<file path="config.mk">
export PLATFORM = sky130hd
export DESIGN_NAME = sync_fifo_flagged
export DESIGN_NICKNAME = d
export VERILOG_FILES = /design/src/rtl/sync_fifo_pkg.sv /design/src/rtl/sync_fifo_dpram.sv /design/src/rtl/sync_fifo_flagged.sv
export SDC_FILE = /design/constraint.sdc
export NUM_CORES = 1
export LEC_CHECK = 0
export BUFFER_PORTS_ARGS = -buffer_cell sky130_fd_sc_hd__buf_2
export CAP_MARGIN = 10
export CORE_ASPECT_RATIO = 0.9
export CORE_MARGIN = 10
export CORE_UTILIZATION = 63
export CTS_BUF_LIST = sky130_fd_sc_hd__clkbuf_16
export DETAILED_ROUTE_END_ITERATION = 8
export PLACE_DENSITY_LB_ADDON = 0.15
export SYNTH_ARGS = -nofsm -noshare
export SYNTH_HDL_FRONTEND = slang
export SYNTH_SLANG_ARGS = --single-unit
</file>
<file path="constraint.sdc">
create_clock -name clk -period 4.63 [get_ports clk]
set_clock_uncertainty 0.2 [all_clocks]
set_input_delay 0.926 -clock clk [delete_from_list [all_inputs] [get_ports clk]]
set_output_delay 0.926 -clock clk [all_outputs]
set_load 0.005 [all_outputs]
</file>
<file path="src/rtl/sync_fifo_pkg.sv">
// sync_fifo_pkg
//   Shared types and helpers for the sync_fifo_flagged block.
//   fifo_mode_e : read-side mode (registered read or first-word-fall-through)
//   fifo_depth  : number of words for a given address width
package sync_fifo_pkg;

    typedef enum logic {
        FIFO_REG  = 1'b0,
        FIFO_FWFT = 1'b1
    } fifo_mode_e;

    function automatic int unsigned fifo_depth(input int unsigned aw);
        return 32'd1 << aw;
    endfunction

endpackage

</file>
<file path="src/rtl/sync_fifo_dpram.sv">
// sync_fifo_dpram
//   Simple dual-port word memory: one synchronous write port, one asynchronous read port.
//   Contents are not reset.
// Ports
//   clk    in  clock (write on posedge)
//   we     in  write enable
//   waddr  in  write address
//   wdata  in  write data
//   raddr  in  read address
//   rdata  out read data, combinational from raddr
module sync_fifo_dpram #(
    parameter int unsigned ADDR_WIDTH = 3,
    parameter int unsigned DATA_WIDTH = 8
) (
    input  logic                  clk,
    input  logic                  we,
    input  logic [ADDR_WIDTH-1:0] waddr,
    input  logic [DATA_WIDTH-1:0] wdata,
    input  logic [ADDR_WIDTH-1:0] raddr,
    output logic [DATA_WIDTH-1:0] rdata
);

    localparam int unsigned DEPTH = 1 << ADDR_WIDTH;

    logic [DATA_WIDTH-1:0] mem [DEPTH];

    always_ff @(posedge clk) begin
        if (we) begin
            mem[waddr] <= wdata;
        end
    end

    assign rdata = mem[raddr];

endmodule

</file>
<file path="src/rtl/sync_fifo_flagged.sv">
// sync_fifo_flagged
//   Single-clock FIFO with fill level, almost-full/almost-empty watermarks, sticky
//   overflow/underflow errors and synchronous flush. Read side is either first-word-
//   fall-through (FWFT=1) or registered with one cycle of latency (FWFT=0).
// Ports
//   clk, reset             clock; asynchronous active-high reset
//   flush                  synchronous clear of pointers, level, flags and errors
//   wen, wdata             write request and data
//   wfull, walmost_full    level == DEPTH, level >= AFULL_LEVEL
//   overflow               sticky: write attempted while full
//   ren                    read (pop) request
//   rdata, rvalid          read data and its valid
//   rempty, ralmost_empty  level == 0, level <= AEMPTY_LEVEL
//   underflow              sticky: read attempted while empty
//   level                  words stored, 0..DEPTH
module sync_fifo_flagged
    import sync_fifo_pkg::*;
#(
    parameter int unsigned ADDR_WIDTH   = 3,
    parameter int unsigned DATA_WIDTH   = 8,
    parameter bit          FWFT         = 1'b1,
    parameter int unsigned AFULL_LEVEL  = 6,
    parameter int unsigned AEMPTY_LEVEL = 2
) (
    input  logic                  clk,
    input  logic                  reset,
    input  logic                  flush,
    input  logic                  wen,
    input  logic [DATA_WIDTH-1:0] wdata,
    output logic                  wfull,
    output logic                  walmost_full,
    output logic                  overflow,
    input  logic                  ren,
    output logic [DATA_WIDTH-1:0] rdata,
    output logic                  rvalid,
    output logic                  rempty,
    output logic                  ralmost_empty,
    output logic                  underflow,
    output logic [ADDR_WIDTH:0]   level
);

    localparam int unsigned DEPTH = fifo_depth(ADDR_WIDTH);
    localparam fifo_mode_e  MODE  = fifo_mode_e'(FWFT);

    localparam logic [ADDR_WIDTH:0] DEPTH_LVL  = (ADDR_WIDTH + 1)'(DEPTH);
    localparam logic [ADDR_WIDTH:0] AFULL_LVL  = (ADDR_WIDTH + 1)'(AFULL_LEVEL);
    localparam logic [ADDR_WIDTH:0] AEMPTY_LVL = (ADDR_WIDTH + 1)'(AEMPTY_LEVEL);
    localparam logic [ADDR_WIDTH:0] ONE        = (ADDR_WIDTH + 1)'(1);

    // Elaboration-time range checks on the watermark parameters.
    if (AFULL_LEVEL < 1 || AFULL_LEVEL > DEPTH) begin : gen_afull_range_err
        $error("sync_fifo_flagged: AFULL_LEVEL out of range 1..DEPTH");
    end
    if (AEMPTY_LEVEL > DEPTH - 1) begin : gen_aempty_range_err
        $error("sync_fifo_flagged: AEMPTY_LEVEL out of range 0..DEPTH-1");
    end

    logic [ADDR_WIDTH:0] wptr_q, wptr_d;
    logic [ADDR_WIDTH:0] rptr_q, rptr_d;
    logic [ADDR_WIDTH:0] level_q, level_d;
    logic                wfull_q, wfull_d;
    logic                walmost_full_q, walmost_full_d;
    logic                rempty_q, rempty_d;
    logic                ralmost_empty_q, ralmost_empty_d;
    logic                overflow_q, overflow_d;
    logic                underflow_q, underflow_d;

    logic                  wincr;
    logic                  rincr;
    logic [DATA_WIDTH-1:0] mem_rdata;

    // Acceptance uses only this cycle's registered flags; flush blocks both sides.
    assign wincr = wen & ~wfull_q  & ~flush;
    assign rincr = ren & ~rempty_q & ~flush;

    always_comb begin
        wptr_d      = wptr_q;
        rptr_d      = rptr_q;
        level_d     = level_q;
        overflow_d  = overflow_q;
        underflow_d = underflow_q;

        if (flush) begin
            wptr_d      = '0;
            rptr_d      = '0;
            level_d     = '0;
            overflow_d  = 1'b0;
            underflow_d = 1'b0;
        end else begin
            if (wincr) begin
                wptr_d = wptr_q + ONE;
            end
            if (rincr) begin
                rptr_d = rptr_q + ONE;
            end
            if (wincr && !rincr) begin
                level_d = level_q + ONE;
            end else if (rincr && !wincr) begin
                level_d = level_q - ONE;
            end
            if (wen && wfull_q) begin
                overflow_d = 1'b1;
            end
            if (ren && rempty_q) begin
                underflow_d = 1'b1;
            end
        end

        // Flags are registered copies of the next level so they never lag the count.
        wfull_d         = (level_d == DEPTH_LVL);
        walmost_full_d  = (level_d >= AFULL_LVL);
        rempty_d        = (level_d == '0);
        ralmost_empty_d = (level_d <= AEMPTY_LVL);
    end

    always_ff @(posedge clk or posedge reset) begin
        if (reset) begin
            wptr_q          <= '0;
            rptr_q          <= '0;
            level_q         <= '0;
            wfull_q         <= 1'b0;
            walmost_full_q  <= 1'b0;
            rempty_q        <= 1'b1;
            ralmost_empty_q <= 1'b1;
            overflow_q      <= 1'b0;
            underflow_q     <= 1'b0;
        end else begin
            wptr_q          <= wptr_d;
            rptr_q          <= rptr_d;
            level_q         <= level_d;
            wfull_q         <= wfull_d;
            walmost_full_q  <= walmost_full_d;
            rempty_q        <= rempty_d;
            ralmost_empty_q <= ralmost_empty_d;
            overflow_q      <= overflow_d;
            underflow_q     <= underflow_d;
        end
    end

    sync_fifo_dpram #(
        .ADDR_WIDTH (ADDR_WIDTH),
        .DATA_WIDTH (DATA_WIDTH)
    ) u_mem (
        .clk   (clk),
        .we    (wincr),
        .waddr (wptr_q[ADDR_WIDTH-1:0]),
        .wdata (wdata),
        .raddr (rptr_q[ADDR_WIDTH-1:0]),
        .rdata (mem_rdata)
    );

    if (MODE == FIFO_FWFT) begin : gen_fwft
        assign rdata  = mem_rdata;
        assign rvalid = ~rempty_q;
    end else begin : gen_reg
        logic [DATA_WIDTH-1:0] rdata_q, rdata_d;
        logic                  rvalid_q, rvalid_d;

        always_comb begin
            rdata_d  = rdata_q;
            rvalid_d = rincr;
            if (rincr) begin
                rdata_d = mem_rdata;
            end
        end

        always_ff @(posedge clk or posedge reset) begin
            if (reset) begin
                rdata_q  <= '0;
                rvalid_q <= 1'b0;
            end else begin
                rdata_q  <= rdata_d;
                rvalid_q <= rvalid_d;
            end
        end

        assign rdata  = rdata_q;
        assign rvalid = rvalid_q;
    end

    assign level         = level_q;
    assign wfull         = wfull_q;
    assign walmost_full  = walmost_full_q;
    assign rempty        = rempty_q;
    assign ralmost_empty = ralmost_empty_q;
    assign overflow      = overflow_q;
    assign underflow     = underflow_q;

endmodule

</file>
==> run summary <==
Hold_buf cts -> 0
Maximum clock frequency -> 0.285 GHz
EDFF count, synth -> 64
CP Data Arrival Time -> 2.38 ns
Seq/Total Area, Yosys -> 67.7%
Antenna cells -> 0
TritonCTS buffer count -> 9
Simple-gate share of the synthesized area -> 8.96%
Largest family of logic cells by synthesized area -> multiplexers
Fin cells -> 299
Drt first pass iters -> 4
Synth Area in Compound Gates -> 2.51%
Bufs on Longest Clock Path -> 2
Worst hold-check path type -> reg -> reg
Max-cap viol count -> 0
Crit-path max FO -> 18
Warnings from Yosys -> 0
# DRC -> 0
Most common flop cell mapped by yosys -> edfxtp_1
Reg2reg path depth -> 3
GPL Wtd Cong -> 0.748
CP endpoint kind -> output port
Worst hold slack -> 0.296 ns
Clk pin slew, worst setup/hold paths -> 0.06 ns
GR Overflow Total -> 0
Synth unique cells -> 41
Worst R2R Setup Slack -> 2.23 ns
Worst R2R Start -> wfull$_DFF_PP0_
IO Port Bufs -> 31
Post-synthesis mux area share -> 15.3%
Synth Register Bits -> 80
Core area -> 5260 um2
Hold_sp -> overflow$_DFFE_PP0P_
Initial antenna violation count -> 0
Outcome -> finished clean
Startpoint types -> flop
Post-synth design cell area -> 3440 um2
Starting Density -> 65.4%
Final setup violation count -> 0
Crit Path Category -> reg -> out
Fraction of layout instances using a drive strength above 1 -> 30.2%
CTS tree -> built
Worst Path Required -> 3.50 ns
Share of synthesized registers carrying an async set or reset -> 20.0%
Total GRT Usage -> 15.8%
Final Core Density -> 74.5%
Post-Synth Adder-Cell Area -> 1.46%
Vias in the first global route -> 1843
Drt wl/cell -> 22.5 um
1st-iter DRT viols -> 118
Max_slew headroom -> 34.8%
Pwr dens -> 490 nW/um2
Least-Margin Pin Slew -> 0.975 ns
DP Wirelength -> 4260 um
P&R area growth vs syn -> 14.0%
Crit path from -> rptr_q[0]$_DFFE_PP0P_
VDD IR max -> 0.312 mV
Root buffer cell -> clkbuf_16
Post-CTS setup buffers -> 0
Pleak -> 1.45 nW
DR vias -> 1843
RR Endpoint -> u_mem.mem[2][0]$_DFFE_PP_
FP Rows -> 25
RSZ-0062 raised after global routing -> no
Hold path depth -> 2
Syn Inst Count -> 194
Die ar. -> 8810 um2
Crit path time final -> 3.51 ns
Mean Syn Cell Area -> 17.7 um2
Drt via density -> 6.16
Nets -> 244
Pin count of the biggest net entering global routing -> 19
Die height -> 90.1 um
Fin. Hold Viols -> 0
Setup_tns -> 0 ns
Final max-slew violation count -> 0
Total wire length -> 6720 um
CTS sink cnt -> 80
Worst hold endpoint -> overflow$_DFFE_PP0P_
H-tree depth -> 3
Io pins -> 32
Final period util -> 75.8%
Post-synth net total -> 211
Number of nets with antenna violations after routing -> 0
Clock Latency Late Sink -> 0.33 ns
Placed cell area -> 3610 um2
Die X -> 97.8 um
Cell Count Post-Placement -> 283
CTS-repair resized insts -> 0
Post-route cell area -> 3920 um2
Synth Area in XOR/XNOR -> 1.53%
Global-route wire length before repair -> 10700 um
==> synthesized netlist by cell type (4+ instances only) <==
library cell / n / share of area (%)
a21oi_1: 4 / 0.58
mux2_2: 8 / 2.6
nor2_1: 16 / 1.7
nand2_1: 10 / 1.1
ha_1: 4 / 1.5
inv_1: 4 / 0.44
edfxtp_1: 64 / 56
nor3_1: 8 / 1.2
mux4_1: 16 / 12
dfrtp_1: 14 / 10
xnor2_1: 4 / 1.0
==> worst max-delay path, cell delays in order (launching register included) <==
cell and delay, ns:
dfrtp_1 0.95, mux4_1 0.69, mux2_2 0.28, buf_2 0.13
==> kinds of logic after synthesis <==
logic type	count (synthesis)
compound gates	13
xor+xnor	6
fa+ha+maj	4
buf+inv	14
flops	80
mux	25
simple gates	52
==> stage by stage <==
| stage | total power [W] | setup WS, ns |
|---|---|---|
| detailed placement | 0.00122 | 1.51 |
| floorplan | 0.00113 | 1.89 |
| finish | 0.00192 | 1.12 |
| global route | 0.00199 | 1.05 |
| global placement | 0.00120 | 1.57 |
| CTS | 0.00193 | 1.10 |
==> sequential cells by signal, indices dropped and copies added (netlist names) <==
| register | flops |
|---|---|
| wptr_q | 3 |
| rempty | 1 |
| level | 4 |
| u_mem.mem | 64 |
| rptr_q | 3 |
| wfull | 1 |
| walmost_full | 1 |
| ralmost_empty | 1 |
| underflow | 1 |
| overflow | 1 |
==> power by group <==
| part | leakage, nW | internal (W) | switching, W |
|---|---|---|---|
| clock network | 0.147 | 0.000423 | 0.000282 |
| logic | 0.514 | 0.000168 | 0.000160 |
| registers | 0.789 | 0.000825 | 0.0000613 |
| total | 1.45 | 0.00142 | 0.000503 |
==> worst max path at each step <==
stage / depth (start not counted) / slack (ns) / endpoint
after floorplan: 3 / 1.89 / u_mem.mem[0][0]$_DFFE_PP_
after global placement: 3 / 1.57 / rdata[1]
after detailed placement: 3 / 1.51 / rdata[2]
after CTS: 3 / 1.10 / rdata[2]
after global routing: 3 / 1.05 / rdata[2]
final: 3 / 1.12 / rdata[2]
==> cells in the final DEF, fill, tap and decap left out, types with 3 or more instances in the layout <==
master | Yosys | final
edfxtp_1 | 64 | 64
buf_2 | 1 | 31
nor2_1 | 16 | 16
mux4_1 | 16 | 16
dfrtp_1 | 14 | 14
nand2_1 | 10 | 10
clkbuf_16 | 0 | 9
mux2_2 | 8 | 8
nor3_1 | 8 | 6
a21oi_1 | 4 | 4
inv_1 | 4 | 4
nor3_2 | 2 | 4
xnor2_1 | 4 | 4
ha_1 | 4 | 4
inv_6 | 0 | 3
==> layout make-up <==
type	count	area, um2
inverter	5	18.8
clock buffer	9	225
sequential	80	2320
clock inverter	7	77.6
multi-input combinational	100	1030
tap	67	83.8
fill	305	1340
timing repair buffer	31	155
==> metal layers <==
layer | GRT usage (%) | vias up | wire, um
met5 | 0 | - | 0
li1 | - | 834 | -
met4 | 5.33 | 0 | 62
met2 | 24.3 | 61 | 3370
met1 | 20.3 | 942 | 2830
met3 | 5.36 | 6 | 466
Note: power is estimated with default switching activity, not from simulation.
